**src/rtl/reaction_pkg.sv**
```systemverilog
// Shared types and constants for the reaction-time game round controller.
// Latency: n/a (declarations only).
// Backpressure: n/a.
package reaction_pkg;

    // Round controller states
    typedef enum logic [2:0] {
        ST_IDLE    = 3'd0,
        ST_ARM     = 3'd1,
        ST_GO      = 3'd2,
        ST_RESULT  = 3'd3,
        ST_FOUL    = 3'd4,
        ST_SUMMARY = 3'd5
    } round_state_t;

    // 16-bit Fibonacci LFSR, polynomial x^16 + x^14 + x^13 + x^11 + 1.
    // Tap mask selects register bits 15, 13, 12 and 10 for the feedback XOR.
    localparam logic [15:0] LFSR_SEED = 16'hACE1;
    localparam logic [15:0] LFSR_TAPS = 16'hB400;

    // Reaction time type for the default 4095 ms saturation value
    localparam int MAX_MS_DEFAULT = 4095;
    typedef logic [$clog2(MAX_MS_DEFAULT+1)-1:0] reaction_ms_t;

endpackage

```
**src/rtl/lfsr16.sv**
```systemverilog
// Free-running 16-bit Fibonacci LFSR; exposes the low OUT_W bits.
// Latency: one step per enabled clk cycle.
// Backpressure: none; en_i gates the shift.
// Ports: clk, reset (async active-high), en_i (advance), lfsr_o (low OUT_W bits of state).
module lfsr16
    import reaction_pkg::*;
#(
    parameter int OUT_W = 16
) (
    input  logic             clk,
    input  logic             reset,
    input  logic             en_i,
    output logic [OUT_W-1:0] lfsr_o
);

    logic [15:0] lfsr_q;
    logic [15:0] lfsr_d;

    // Shift left, feedback into bit 0 is the parity of the tapped bits
    assign lfsr_d = {lfsr_q[14:0], ^(lfsr_q & LFSR_TAPS)};

    always_ff @(posedge clk or posedge reset) begin
        if (reset) begin
            lfsr_q <= LFSR_SEED;
        end else if (en_i) begin
            lfsr_q <= lfsr_d;
        end
    end

    assign lfsr_o = lfsr_q[OUT_W-1:0];

endmodule

```
**src/rtl/reaction_round_sequencer.sv**
```systemverilog
// Multi-round reaction-time match controller: random arm delay, LED, ms timing, foul detect, best time.
// Latency: every transition lands on the clk edge after its trigger; outputs are registered from next state.
// Backpressure: none; play and ms_tick are single-cycle pulses, play is ignored in RESULT/FOUL.
// Ports: clk, reset (async active-high), ms_tick, play in; led_on, display_enable, display_value,
//        false_start, round_done, round_idx, best_ms out.
module reaction_round_sequencer
    import reaction_pkg::*;
#(
    parameter int  MAX_MS         = 4095,
    parameter int  MIN_DELAY_MS   = 1000,
    parameter int  DELAY_SPAN_MS  = 2048,
    parameter int  RESULT_HOLD_MS = 3000,
    parameter int  ROUNDS         = 5,
    localparam int W              = $clog2(MAX_MS+1),
    localparam int R              = $clog2(ROUNDS)
) (
    input  logic         clk,
    input  logic         reset,
    input  logic         ms_tick,
    input  logic         play,
    output logic         led_on,
    output logic         display_enable,
    output logic [W-1:0] display_value,
    output logic         false_start,
    output logic         round_done,
    output logic [R-1:0] round_idx,
    output logic [W-1:0] best_ms
);

    localparam int DW = $clog2(MIN_DELAY_MS + DELAY_SPAN_MS);  // holds MIN+SPAN-1
    localparam int SW = $clog2(DELAY_SPAN_MS);
    localparam int HW = $clog2(RESULT_HOLD_MS + 1);

    localparam logic [W-1:0]  MAX_V      = W'(MAX_MS);
    localparam logic [HW-1:0] HOLD_LAST  = HW'(RESULT_HOLD_MS - 1);
    localparam logic [R-1:0]  ROUND_LAST = R'(ROUNDS - 1);

    logic [SW-1:0] lfsr_low;
    logic [DW-1:0] new_delay;

    round_state_t  state_q,   state_d;
    logic [DW-1:0] delay_q,   delay_d;
    logic [W-1:0]  react_q,   react_d;
    logic [HW-1:0] hold_q,    hold_d;
    logic [R-1:0]  round_q,   round_d;
    logic [W-1:0]  latched_q, latched_d;
    logic [W-1:0]  best_q,    best_d;
    logic          done_d;

    logic          led_q,  led_d;
    logic          den_q,  den_d;
    logic [W-1:0]  dval_q, dval_d;
    logic          foul_q, foul_d;
    logic          done_q;

    lfsr16 #(
        .OUT_W (SW)
    ) u_lfsr (
        .clk    (clk),
        .reset  (reset),
        .en_i   (1'b1),
        .lfsr_o (lfsr_low)
    );

    // Delay is sampled from the LFSR in the same cycle the ARM transition is taken
    assign new_delay = DW'(MIN_DELAY_MS) + DW'(lfsr_low);

    always_comb begin
        state_d   = state_q;
        delay_d   = delay_q;
        react_d   = react_q;
        hold_d    = hold_q;
        round_d   = round_q;
        latched_d = latched_q;
        best_d    = best_q;
        done_d    = 1'b0;

        case (state_q)
            ST_IDLE: begin
                if (play) begin
                    state_d = ST_ARM;
                    round_d = '0;
                    delay_d = new_delay;
                end
            end
            ST_ARM: begin
                // A press always wins over a tick arriving in the same cycle
                if (play) begin
                    state_d = ST_FOUL;
                    hold_d  = '0;
                end else if (ms_tick) begin
                    if (delay_q == '0) begin
                        state_d = ST_GO;
                        react_d = '0;
                    end else begin
                        delay_d = delay_q - 1'b1;
                    end
                end
            end
            ST_GO: begin
                // On a same-cycle press the pending tick is not counted
                if (play) begin
                    state_d   = ST_RESULT;
                    latched_d = react_q;
                    hold_d    = '0;
                    done_d    = 1'b1;
                end else if (ms_tick) begin
                    if (react_q == MAX_V) begin
                        state_d   = ST_RESULT;
                        latched_d = MAX_V;
                        hold_d    = '0;
                        done_d    = 1'b1;
                    end else begin
                        react_d = react_q + 1'b1;
                    end
                end
                if (done_d && (latched_d < best_q)) begin
                    best_d = latched_d;
                end
            end
            ST_RESULT: begin
                if (ms_tick) begin
                    if (hold_q == HOLD_LAST) begin
                        hold_d = '0;
                        if (round_q == ROUND_LAST) begin
                            state_d = ST_SUMMARY;
                        end else begin
                            state_d = ST_ARM;
                            round_d = round_q + 1'b1;
                            delay_d = new_delay;
                        end
                    end else begin
                        hold_d = hold_q + 1'b1;
                    end
                end
            end
            ST_FOUL: begin
                // Round is replayed: round index untouched
                if (ms_tick) begin
                    if (hold_q == HOLD_LAST) begin
                        hold_d  = '0;
                        state_d = ST_ARM;
                        delay_d = new_delay;
                    end else begin
                        hold_d = hold_q + 1'b1;
                    end
                end
            end
            ST_SUMMARY: begin
                if (play) begin
                    state_d = ST_IDLE;
                end
            end
            default: begin
                state_d = ST_IDLE;
            end
        endcase
    end

    // Moore decode applied to the next state so the registered outputs track the state register
    always_comb begin
        led_d  = (state_d == ST_GO);
        den_d  = (state_d != ST_IDLE) && (state_d != ST_ARM);
        foul_d = (state_d == ST_FOUL);
        case (state_d)
            ST_GO:      dval_d = react_d;
            ST_RESULT:  dval_d = latched_d;
            ST_SUMMARY: dval_d = best_d;
            default:    dval_d = '0;
        endcase
    end

    always_ff @(posedge clk or posedge reset) begin
        if (reset) begin
            state_q   <= ST_IDLE;
            delay_q   <= '0;
            react_q   <= '0;
            hold_q    <= '0;
            round_q   <= '0;
            latched_q <= '0;
            best_q    <= MAX_V;
            led_q     <= 1'b0;
            den_q     <= 1'b0;
            dval_q    <= '0;
            foul_q    <= 1'b0;
            done_q    <= 1'b0;
        end else begin
            state_q   <= state_d;
            delay_q   <= delay_d;
            react_q   <= react_d;
            hold_q    <= hold_d;
            round_q   <= round_d;
            latched_q <= latched_d;
            best_q    <= best_d;
            led_q     <= led_d;
            den_q     <= den_d;
            dval_q    <= dval_d;
            foul_q    <= foul_d;
            done_q    <= done_d;
        end
    end

    assign led_on         = led_q;
    assign display_enable = den_q;
    assign display_value  = dval_q;
    assign false_start    = foul_q;
    assign round_done     = done_q;
    assign round_idx      = round_q;
    assign best_ms        = best_q;

endmodule

```
**config.mk**
```make
export PLATFORM = sky130hd
export DESIGN_NAME = reaction_round_sequencer
export DESIGN_NICKNAME = d
export VERILOG_FILES = /design/src/rtl/reaction_pkg.sv /design/src/rtl/lfsr16.sv /design/src/rtl/reaction_round_sequencer.sv
export SDC_FILE = /design/constraint.sdc
export NUM_CORES = 1
export LEC_CHECK = 0
export ABC_AREA = 1
export CAP_MARGIN = 20
export CORE_MARGIN = 1
export CORE_UTILIZATION = 54
export DETAILED_ROUTE_END_ITERATION = 10
export PLACE_DENSITY = 0.83
export SLEW_MARGIN = 40
export SYNTH_ARGS = -nofsm -noshare
export SYNTH_HDL_FRONTEND = slang
export SYNTH_SLANG_ARGS = --single-unit
```
**constraint.sdc**
```tcl
create_clock -name clk -period 3.1 [get_ports clk]
set_input_delay 0.62 -clock clk [delete_from_list [all_inputs] [get_ports clk]]
set_output_delay 0.62 -clock clk [all_outputs]
set_load 0.005 [all_outputs]
```
# Yosys cells after proc, flatten, opt, wreduce, memory -nomap -nowiden
# Index checks and enable logic that the tools add are counted.
[totals]
reg_bits = 98
in_bits = 4
output_inout_bits = 31
wordCells = 114
[op_classes]
add_sub_neg = 5
order_cmp = 1
n_eq_ne = 26
muxes = 56
reduce_logical = 13
[op_table]
columns = ["operator", "n"]
rows = [
  ["$mux 12", 28],
  ["$pmux 12 s3", 2],
  ["$mux 3", 17],
  ["$pmux 12 s4", 1],
  ["$add 12x1->12 const B", 2],
  ["$eq 12x12->1 const B", 2],
  ["$pmux 12 s2", 1],
  ["$ne 2x2->1 const B", 10],
  ["$pmux 3 s6", 1],
  ["$reduce_xor 16->1", 1],
  ["$eq 3x3->1 const B", 5],
  ["$add 10x11->12 const A", 1],
  ["$eq 3x2->1 const B", 4],
  ["$logic_not 12->1", 1],
  ["$lt 12x12->1", 1],
  ["$sub 12x1->12 const B", 1],
  ["$reduce_and 10->1", 1],
  ["$reduce_and 5->1", 2],
  ["$ne 3x3->1 const B", 2],
  ["$pmux 3 s2", 1],
  ["$reduce_bool 3->1", 2],
  ["$mux 1", 5],
  ["$reduce_bool 4->1", 1],
  ["$add 3x1->3 const B", 1],
  ["other kinds (7)", 8],
]

# Depth between registers and ports, before layout
# Gate-level depths: netlist of the first run.
[logic_depth]
word_depth = 10
depth_mapped = 19
depth_no_buf = 17

# Cells and area by module
# A second synthesis of the first run with hierarchy kept.
[hier_totals]
cells_unflattened = 772
area_unflattened_um2 = 5854.4
[modules_own_cells]
columns = ["mod", "instances", "cells_each", "area_per_inst_um2", "seq_area_each_um2"]
rows = [
  ["reaction_round_sequencer", 1, 683, 5081.1, 2067.0],
  ["lfsr16", 1, 89, 773.2, 410.4],
]

# Least setup slack after synthesis of the first run
# Ideal clock, no wire load.
[synth_path]
path_kind = "register to register"
startpoint = "register react_q[0]"
endpoint = "register dval_q[10] (netlist: display_value[10])"
setup_time_ns = 0.119
arrival_ns = 2.672
required_time_ns = 2.981
slack_ns = 0.309
stages_incl_launch_ff = 19
path_buffers = 2
period_less_slack_ns = 2.791
path_cell_list = "dfrtp_1 > ha_1 > nand2_2 > nor2_2 > nand4_1 > nand2_2 > clkbuf_1 > o21ai_0 > inv_1 > ha_1 > a21oi_1 > o21ai_0 > a21oi_1 > nor2_1 > nor4_4 > buf_6 > nand3_1 > nand3_1 > nand2_1"
[synth_between]
elab_chain_cells = 10
elab_cells_between_ends = 27
classes_between = "1 x add/sub; 1 x order compare; 4 x eq/ne; 20 x mux; 1 x reduce/logical"
[synth_lines]
columns = ["item", "line_no", "rtl"]
rows = [
  ["start: declaration", "reaction_round_sequencer.sv:43", "logic [W-1:0] react_q, react_d;"],
  ["start signal: assignment", "reaction_round_sequencer.sv:190", "react_q <= react_d;"],
  ["$eq 12x12->1", "reaction_round_sequencer.sv:108", "if (react_q == MAX_V) begin"],
  ["$mux 12", "reaction_round_sequencer.sv:108", ""],
  ["$mux 12", "reaction_round_sequencer.sv:107", "end else if (ms_tick) begin"],
  ["$mux 12", "reaction_round_sequencer.sv:102", "if (play) begin"],
  ["$mux 12", "reaction_round_sequencer.sv:78", "case (state_q)"],
  ["$lt 12x12->1", "reaction_round_sequencer.sv:117", "if (done_d && (latched_d < best_q)) begin"],
  ["$logic_and 1x1->1", "reaction_round_sequencer.sv:117", ""],
  ["$mux 12", "reaction_round_sequencer.sv:117", ""],
  ["$mux 12", "reaction_round_sequencer.sv:78", ""],
  ["$pmux 12 s3 *", "reaction_round_sequencer.sv:165", "case (state_d)"],
  ["named net dval_d[10]", "reaction_round_sequencer.sv:52", "logic [W-1:0] dval_q, dval_d;"],
  ["end signal: assignment", "reaction_round_sequencer.sv:197", "dval_q <= dval_d;"],
  ["end: declaration", "reaction_round_sequencer.sv:52", ""],
]
# Mark *: on every way through the listed nets, which the timed path passes. The rest lies on a longest branch. The select of a mux whose other input is x is not followed.
# A chain may end at the register's enable or synchronous reset.

# Final worst setup path of the first run
[layout_path]
startpoint = "register react_q[1]"
endpoint = "register dval_q[0] (netlist: display_value[0])"
# The elaborated chain is that of the path after synthesis.

==> flow_summary_export.csv, run 1 <==
group,metric,value,unit
synthesis,post_synth_num_cell_types,45,
synthesis,synth_enable_flop_cells,0,
clock_network,cts_inserted_buffers,9,
detailed_routing,route.vias.total,4729,
synthesis,postSynthNetCount,705,
synthesis,post_synth_inst_count,684,
timing,setup_slack,0.197,ns
floorplan,die_area,10400,um^2
global_route,first_global_vias,4618,
cells_and_area,diodes,0,
worst_setup_path,cp_max_fo,7,
placement,place_inst,857,
cells_and_area,fillers,808,
worst_setup_path,startpoint,"react_q[1]",
synthesis,ys_ff_latch,98,
timing,worstMarginPinSlew,0.447,ns
cells_and_area,areaGrowthSynthToFinish,16.3,%
clock_network,cts_max_level,3,
worst_setup_path,timing.critical_path.required,3.36,ns
floorplan,die-width,102,um
synthesis,synthMuxAreaShare,0,%
global_route,grt_pass1_wl,20200,um
detailed_routing,drt_pre_antenna_iters,5,
cells_and_area,post_layout_util,64.7,%
power,cellLeakagePower,3.23,nW
detailed_routing,detail_route.iter0.violations,348,
synthesis,netlist_top_cells_count,"sky130_fd_sc_hd__nand2_1 (113), sky130_fd_sc_hd__inv_1 (112), sky130_fd_sc_hd__dfrtp_1 (78)",
clock_network,cts.clk_slew.worst_paths,0.08,ns
cells_and_area,nNetsFinal,762,
synthesis,synth_compound_gate_area_share,12.1,%
global_route,grt.met2_usage,42.7,%
floorplan,rows,36,
synthesis,synth_top_area_share,36.0,%
global_route,pin_count_of_the_biggest_net_entering_global_routing,61,
worst_setup_path,crit_path_end_kind,"flop",
worst_setup_path,cp-start-kind,"flop",
power,power.density_cell_area,667,nW/um^2
detailed_routing,detail_route.drc_violations,0,
synthesis,synthSimpleGateAreaFrac,26.0,%
clock_network,cts.sink_count,98,
floorplan,io-pin-count,35,
floorplan,starting_density_of_the_core,55.7,%
synthesis,synth_async_sr_flop_share,100,%
worst_setup_path,regToRegStartpoint,"react_q[1]",
timing,slew_headroom,70.1,%
synthesis,part_of_the_yosys_area_used_for_sequential_elements,45.7,%
detailed_routing,route.detailed.wl_per_inst,13.8,um
synthesis,synthesis.area,5420,um^2
job,cap_violations,0,
cells_and_area,ratio_of_cells_with_drive_above_1_in_the_final_layout,14.5,%
synthesis,synth_top_flop_cell,"sky130_fd_sc_hd__dfrtp_1",
clock_network,cts_hold_buf,0,
power,maximum_vdd_drop,0.617,mV
global_route,grt_util_met3,5.68,%
detailed_routing,routed_via_density,5.38,
placement,gpl.final_weighted_congestion,0.913,
timing,fin_max_slew_vios,0,
worst_setup_path,arrival_time_at_the_worst_endpoint,3.16,ns
clock_network,max-clock-path-buffers,2,
worst_hold_path,timing.hold.worst.class,"flop to flop",
detailed_routing,antenna_left,0,
worst_hold_path,min_from,"u_lfsr.lfsr_q[14]",
outcome,run_status,"completed",
worst_setup_path,timing_worst_setup_path_type,"flop to flop",
clock_network,cts_tree,"built",
timing,fin_crit_sh,93.6,%
synthesis,yosys.area_share.xor_xnor,1.78,%
global_route,gr-usage-met1,31.0,%
timing,finalSetupViolCount,0,
synthesis,combinational_family_with_the_most_area_after_synthesis,"simple AND/OR/NAND/NOR gates",
synthesis,synth_area_per_cell,7.92,um^2
timing,final.setup_skew,0.0132,ns
placement,hpwlAfterDp,8770,um
floorplan,floorplan.core_area,9730,um^2
global_route,initial_antenna_violation_count,0,
placement,post-place-ws,-0.219,ns
global_route,global_route.peak_usage_layer,"met2",
timing,clock.fmax,344,MHz
synthesis,ys.warnings.count,0,
synthesis,synth_adder_area_share,3.93,%
clock_network,cts-root-buf,"sky130_fd_sc_hd__clkbuf_8",
synthesis,synth.area.top_cells,"sky130_fd_sc_hd__dfrtp_1 (36%), sky130_fd_sc_hd__dfstp_2 (9.7%), sky130_fd_sc_hd__nand2_1 (7.8%), sky130_fd_sc_hd__inv_1 (7.8%), sky130_fd_sc_hd__nor2_1 (5.2%)",
timing,timing_hold_violations_final,0,
cells_and_area,regArea,2480,um^2
global_route,globalRoute.totalOverflow,0,
cells_and_area,finish.cell_count_without_fillers,879,
floorplan,die_h,102,um
global_route,grt.total_usage,25.2,%
timing,final.setup.tns,0,ns
synthesis,yosysMostFrequentCell,"sky130_fd_sc_hd__nand2_1",
cells_and_area,multi_input_comb_area,2410,um^2
detailed_routing,route.final.wire_length,12100,um
timing,timing.final.crit_period,2.90,ns
synthesis,synth_area_leader,"sky130_fd_sc_hd__dfrtp_1",
placement,port_buffers,34,
clock_network,worst_skew_pair.late_latency,0.39,ns
[area by class of cell]
cell class                 count  area share [%]
clock buffer                  13            2.68
clock inverter                 3           0.735
inverter                     121            7.29
multi-input combinational    451            38.3
sequential                    98            39.4
tap                          133            2.64
timing repair buffer          60            8.94
[cells in the final DEF, fill, tap and decap left out, types with 13 or more instances in the layout]
master | Yosys | final
sky130_fd_sc_hd__dfrtp_1 | 78 | 76
sky130_fd_sc_hd__ha_1 | 17 | 17
sky130_fd_sc_hd__a21oi_1 | 39 | 38
sky130_fd_sc_hd__clkdlybuf4s50_1 | 0 | 33
sky130_fd_sc_hd__buf_4 | 1 | 24
sky130_fd_sc_hd__o21ai_1 | 8 | 14
sky130_fd_sc_hd__o22ai_1 | 13 | 13
sky130_fd_sc_hd__nor2_1 | 75 | 75
sky130_fd_sc_hd__dfstp_2 | 20 | 20
sky130_fd_sc_hd__nand2_1 | 113 | 113
sky130_fd_sc_hd__o21ai_0 | 46 | 36
sky130_fd_sc_hd__nand3_1 | 50 | 50
sky130_fd_sc_hd__inv_1 | 112 | 110
[per-stage QoR]
step / instance area [um^2] / hold WS (ns) / total power [W]
after floorplan: 5420 / 0.333 / 0.00281
after global placement: 6000 / 0.338 / 0.00324
after detailed placement: 6000 / 0.338 / 0.00330
after CTS: 6220 / 0.358 / 0.00420
after global routing: 6300 / 0.368 / 0.00452
final: 6300 / 0.357 / 0.00420
[flip-flops by register name (all words and copies together) (netlist names)]
name and count:
hold_q 12, display_enable 1, display_value 12, best_ms 12, latched_q 12, false_start 1, state_q 3, round_idx 3
led_on 1, round_done 1, react_q 12, delay_q 12, u_lfsr.lfsr_q 16
[metal layers]
metal | up-vias | part of all wire [%]
li1 | 2311 | -
met1 | 2279 | 44
met2 | 114 | 50
met3 | 25 | 3.8
met4 | 0 | 2.2
met5 | - | 0
[worst max-delay path, stage by stage, from the launching register on]
cell and delay (ns):
sky130_fd_sc_hd__dfrtp_2 0.45, sky130_fd_sc_hd__ha_1 0.22, sky130_fd_sc_hd__nand2_2 0.11, sky130_fd_sc_hd__nor2_2 0.05, sky130_fd_sc_hd__nand4_1 0.19, sky130_fd_sc_hd__nand2_4 0.13, sky130_fd_sc_hd__o21ai_4 0.15, sky130_fd_sc_hd__inv_1 0.06
sky130_fd_sc_hd__ha_1 0.31, sky130_fd_sc_hd__a21oi_2 0.14, sky130_fd_sc_hd__o21ai_1 0.07, sky130_fd_sc_hd__a21oi_1 0.16, sky130_fd_sc_hd__nor2_1 0.08, sky130_fd_sc_hd__nor4_4 0.20, sky130_fd_sc_hd__buf_4 0.21, sky130_fd_sc_hd__nand3_1 0.10
sky130_fd_sc_hd__nand3_1 0.10, sky130_fd_sc_hd__nand2_1 0.06
[worst paths after layout]
| kind | cells past startpoint | slack [ns] | to |
|---|---|---|---|
| max in group asynchronous | 3 | 2.09 | u_lfsr.lfsr_q[11] |
| setup reg to reg | 17 | 0.20 | display_value[0] |
| hold reg to reg | 0 | 0.36 | u_lfsr.lfsr_q[15] |
| setup / recovery | 17 | 0.20 | display_value[0] |
| hold / removal | 0 | 0.36 | u_lfsr.lfsr_q[15] |
| min in group asynchronous | 3 | 0.65 | hold_q[11] |
[timing repair]
action | 4_1_cts | 5_1_grt
resized for setup | 0 | 21
endpoints found under the hold margin | 0 | 0
setup endpoints to repair | 0 | 24
buffers inserted | 0 | 5
[kinds of logic after synthesis]
logic type,Yosys count
AND/OR/NAND/NOR,301
flip-flops,98
AO/OA/AOI/OAI,121
adder cells (fa/ha/maj),17
XOR/XNOR,11
buffers and inverters,136
[where the power goes]
| part | switching, W | internal, W |
|---|---|---|
| logic | 0.000962 | 0.000635 |
| registers | 0.000158 | 0.00157 |
| clock network | 0.000442 | 0.000441 |
(Power assumes the default switching activity.)
==> inputs of run 2 (changes only) <==
--- a/config.mk
+++ b/config.mk
@@ -7,7 +7,7 @@
 export LEC_CHECK = 0
 export ABC_AREA = 1
 export CAP_MARGIN = 20
-export CORE_MARGIN = 1
+export CORE_MARGIN = 4
 export CORE_UTILIZATION = 54
 export DETAILED_ROUTE_END_ITERATION = 10
 export PLACE_DENSITY = 0.83
==> flow_summary_export.csv, run 2 (synthesis results as in run 1) <==
group,metric,value,unit
cells_and_area,most_common_cell_after_layout_fill_and_taps_aside,"sky130_fd_sc_hd__inv_1",
timing,slew_headroom,68.0,%
detailed_routing,detail_route.drc_violations,0,
worst_setup_path,timing.critical_path.required,3.37,ns
timing,finalSetupViolCount,0,
cells_and_area,regArea,2480,um^2
cells_and_area,most-common-layout-cells,"sky130_fd_sc_hd__inv_1 (108), sky130_fd_sc_hd__nand2_1 (105), sky130_fd_sc_hd__dfrtp_1 (77)",
cells_and_area,multi_input_comb_area,2540,um^2
detailed_routing,route.vias.total,4966,
placement,gpl.final_weighted_congestion,0.900,
clock_network,cts_tree,"built",
floorplan,floorplan.core_area,9770,um^2
timing,worstMarginPinSlew,0.478,ns
cells_and_area,post-route-cell-area,6430,um^2
global_route,grt.total_usage,23.0,%
worst_setup_path,cp_max_fo,8,
floorplan,rows,36,
worst_setup_path,rr_worst_depth,17,
timing,timing.final.crit_period,3.08,ns
clock_network,worst_skew_pair.late_latency,0.37,ns
cells_and_area,nNetsFinal,770,
global_route,globalRoute.totalOverflow,0,
floorplan,die-width,108,um
worst_setup_path,regToRegStartpoint,"react_q[1]",
worst_setup_path,arrival_time_at_the_worst_endpoint,3.35,ns
detailed_routing,detail_route.iter0.violations,404,
timing,fin_max_slew_vios,0,
worst_setup_path,crit_path_end_kind,"flop",
worst_setup_path,timing_worst_setup_path_type,"input pin to flop",
job,cap_violations,0,
clock_network,cts.sink_count,98,
global_route,pin_count_of_the_biggest_net_entering_global_routing,57,
detailed_routing,antenna_left,0,
placement,post-place-ws,-0.338,ns
worst_setup_path,cp-start-kind,"input pin",
cells_and_area,diodes,0,
placement,dpl_cell_area,6040,um^2
timing,timing_hold_violations_final,0,
power,maximum_vdd_drop,0.478,mV
power,power.density_cell_area,646,nW/um^2
worst_hold_path,min_from,"u_lfsr.lfsr_q[14]",
floorplan,starting_density_of_the_core,55.4,%
detailed_routing,route.detailed.wl_per_inst,15.1,um
detailed_routing,drt_pre_antenna_iters,5,
timing,hold_slack,0.365,ns
timing,clock.fmax,324,MHz
clock_network,cts-root-buf,"sky130_fd_sc_hd__clkbuf_8",
clock_network,cts_max_level,3,
floorplan,die_area,11700,um^2
detailed_routing,routed_via_density,5.60,
cells_and_area,largest_register,"u_lfsr.lfsr_q",
detailed_routing,route.final.wire_length,13400,um
worst_setup_path,r2r_setup_slack,0.03,ns
cells_and_area,areaGrowthSynthToFinish,18.7,%
floorplan,io-pin-count,35,
worst_hold_path,hold-path-endpoint,"u_lfsr.lfsr_q[15]",
clock_network,max-clock-path-buffers,2,
outcome,run_status,"completed",
timing,final.setup.tns,0,ns
global_route,grt_pass1_wl,21700,um
worst_setup_path,end_of_the_worst_register_to_register_path,"display_value[7]",
power,power.total,0.00415,W
placement,hpwlAfterDp,9210,um
timing,setup_slack,0.0162,ns
placement,port_buffers,34,
clock_network,cts.clk_slew.worst_paths,0.10,ns
cells_and_area,fillers,778,
power,cellLeakagePower,3.27,nW
cells_and_area,max_reg_flops,16,
timing,final.setup_skew,0.0176,ns
cells_and_area,ratio_of_cells_with_drive_above_1_in_the_final_layout,17.8,%
global_route,first_global_vias,4776,
floorplan,die_h,108,um
worst_hold_path,hold-path-cell-count,0,
timing,fin_crit_sh,99.5,%
clock_network,cts_hold_buf,0,
worst_hold_path,timing.hold.worst.class,"flop to flop",
clock_network,cts_inserted_buffers,9,
global_route,initial_antenna_violation_count,0,
## run 2: changes by cell type in the layout (fill, tap and decap cells not counted), sizes merged
cell      previous run  this run
nand2              125       126
clkbuf              13        15
buf                 26        33
bufinv               1         0
clkinvlp             2         1
## run 2: how the worst max path moves through the flow
stage | from | to | slack (ns) | cells past startpoint
global placement | play | display_value[3] | -0.11 | 15
detailed placement | ms_tick | display_value[1] | -0.34 | 15
CTS | react_q[1] | display_value[1] | 0.04 | 17
global route | react_q[1] | display_value[7] | -0.11 | 17
floorplan | react_q[0] | display_value[10] | 0.31 | 18
finish | ms_tick | display_value[7] | 0.02 | 15
## run 2: power by group
part / switching, W / internal (W) / total (W) / leakage (nW)
Clock: 0.000419 / 0.000315 / 0.000734 / 0.0817
Combinational: 0.00102 / 0.000672 / 0.00169 / 1.94
Sequential: 0.000165 / 0.00157 / 0.00173 / 1.25
Total: 0.00160 / 0.00255 / 0.00415 / 3.27
## run 2: through the flow
step | utilization, % | cells
5_1_grt | 65.8 | 887
2_1_floorplan | - | 684
4_1_cts | 63.5 | 878
3_5_place_dp | 61.8 | 862
6_report | 65.8 | 887
3_3_place_gp | 61.8 | 862
## run 2: layer usage
layer	global-route usage [%]	share of wire [%]	vias up
met1	30.1	41	2352
met5	0	0	-
li1	-	-	2342
met4	8.12	3.3	0
met2	38.9	49	222
met3	3.76	5.9	50
## run 2: timing repair
action	4_1_cts	5_1_grt
cloned	0	2
setup buffers	0	7
hold endpoints to repair	0	0
endpoints found under the setup margin	24	24
pin swaps	0	9
gates resized for setup	4	46
## run 2: cell type report
cell class / instances / area share, %
Sequential cell: 98 / 38.6
Clock inverter: 1 / 0.0779
Timing Repair Buffer: 67 / 9.69
Tap cell: 133 / 2.59
Clock buffer: 15 / 2.43
Multi-Input combinational cell: 452 / 39.5
Inverter: 121 / 7.14
## run 2: critical path, stage by stage
cell and delay (ns):
sky130_fd_sc_hd__clkdlybuf4s50_1 0.52, sky130_fd_sc_hd__nand4_1 0.29, sky130_fd_sc_hd__nand2_4 0.22, sky130_fd_sc_hd__o21ai_2 0.09
sky130_fd_sc_hd__inv_2 0.08, sky130_fd_sc_hd__ha_4 0.21, sky130_fd_sc_hd__a21oi_2 0.18, sky130_fd_sc_hd__o21ai_2 0.09
sky130_fd_sc_hd__a21oi_2 0.19, sky130_fd_sc_hd__nor2_2 0.07, sky130_fd_sc_hd__nor4_4 0.30, sky130_fd_sc_hd__buf_6 0.21
sky130_fd_sc_hd__nand3_1 0.12, sky130_fd_sc_hd__nand3_1 0.11, sky130_fd_sc_hd__nand2_1 0.05
==> inputs of run 3 (changes only) <==
--- a/config.mk
+++ b/config.mk
@@ -9,6 +9,7 @@
 export CAP_MARGIN = 20
 export CORE_MARGIN = 4
 export CORE_UTILIZATION = 54
+export CTS_CLUSTER_SIZE = 20
 export DETAILED_ROUTE_END_ITERATION = 10
 export PLACE_DENSITY = 0.83
 export SLEW_MARGIN = 40
==> results of run 3 <==
No change in the layout: final DEF, timing and power equal those of run 2.
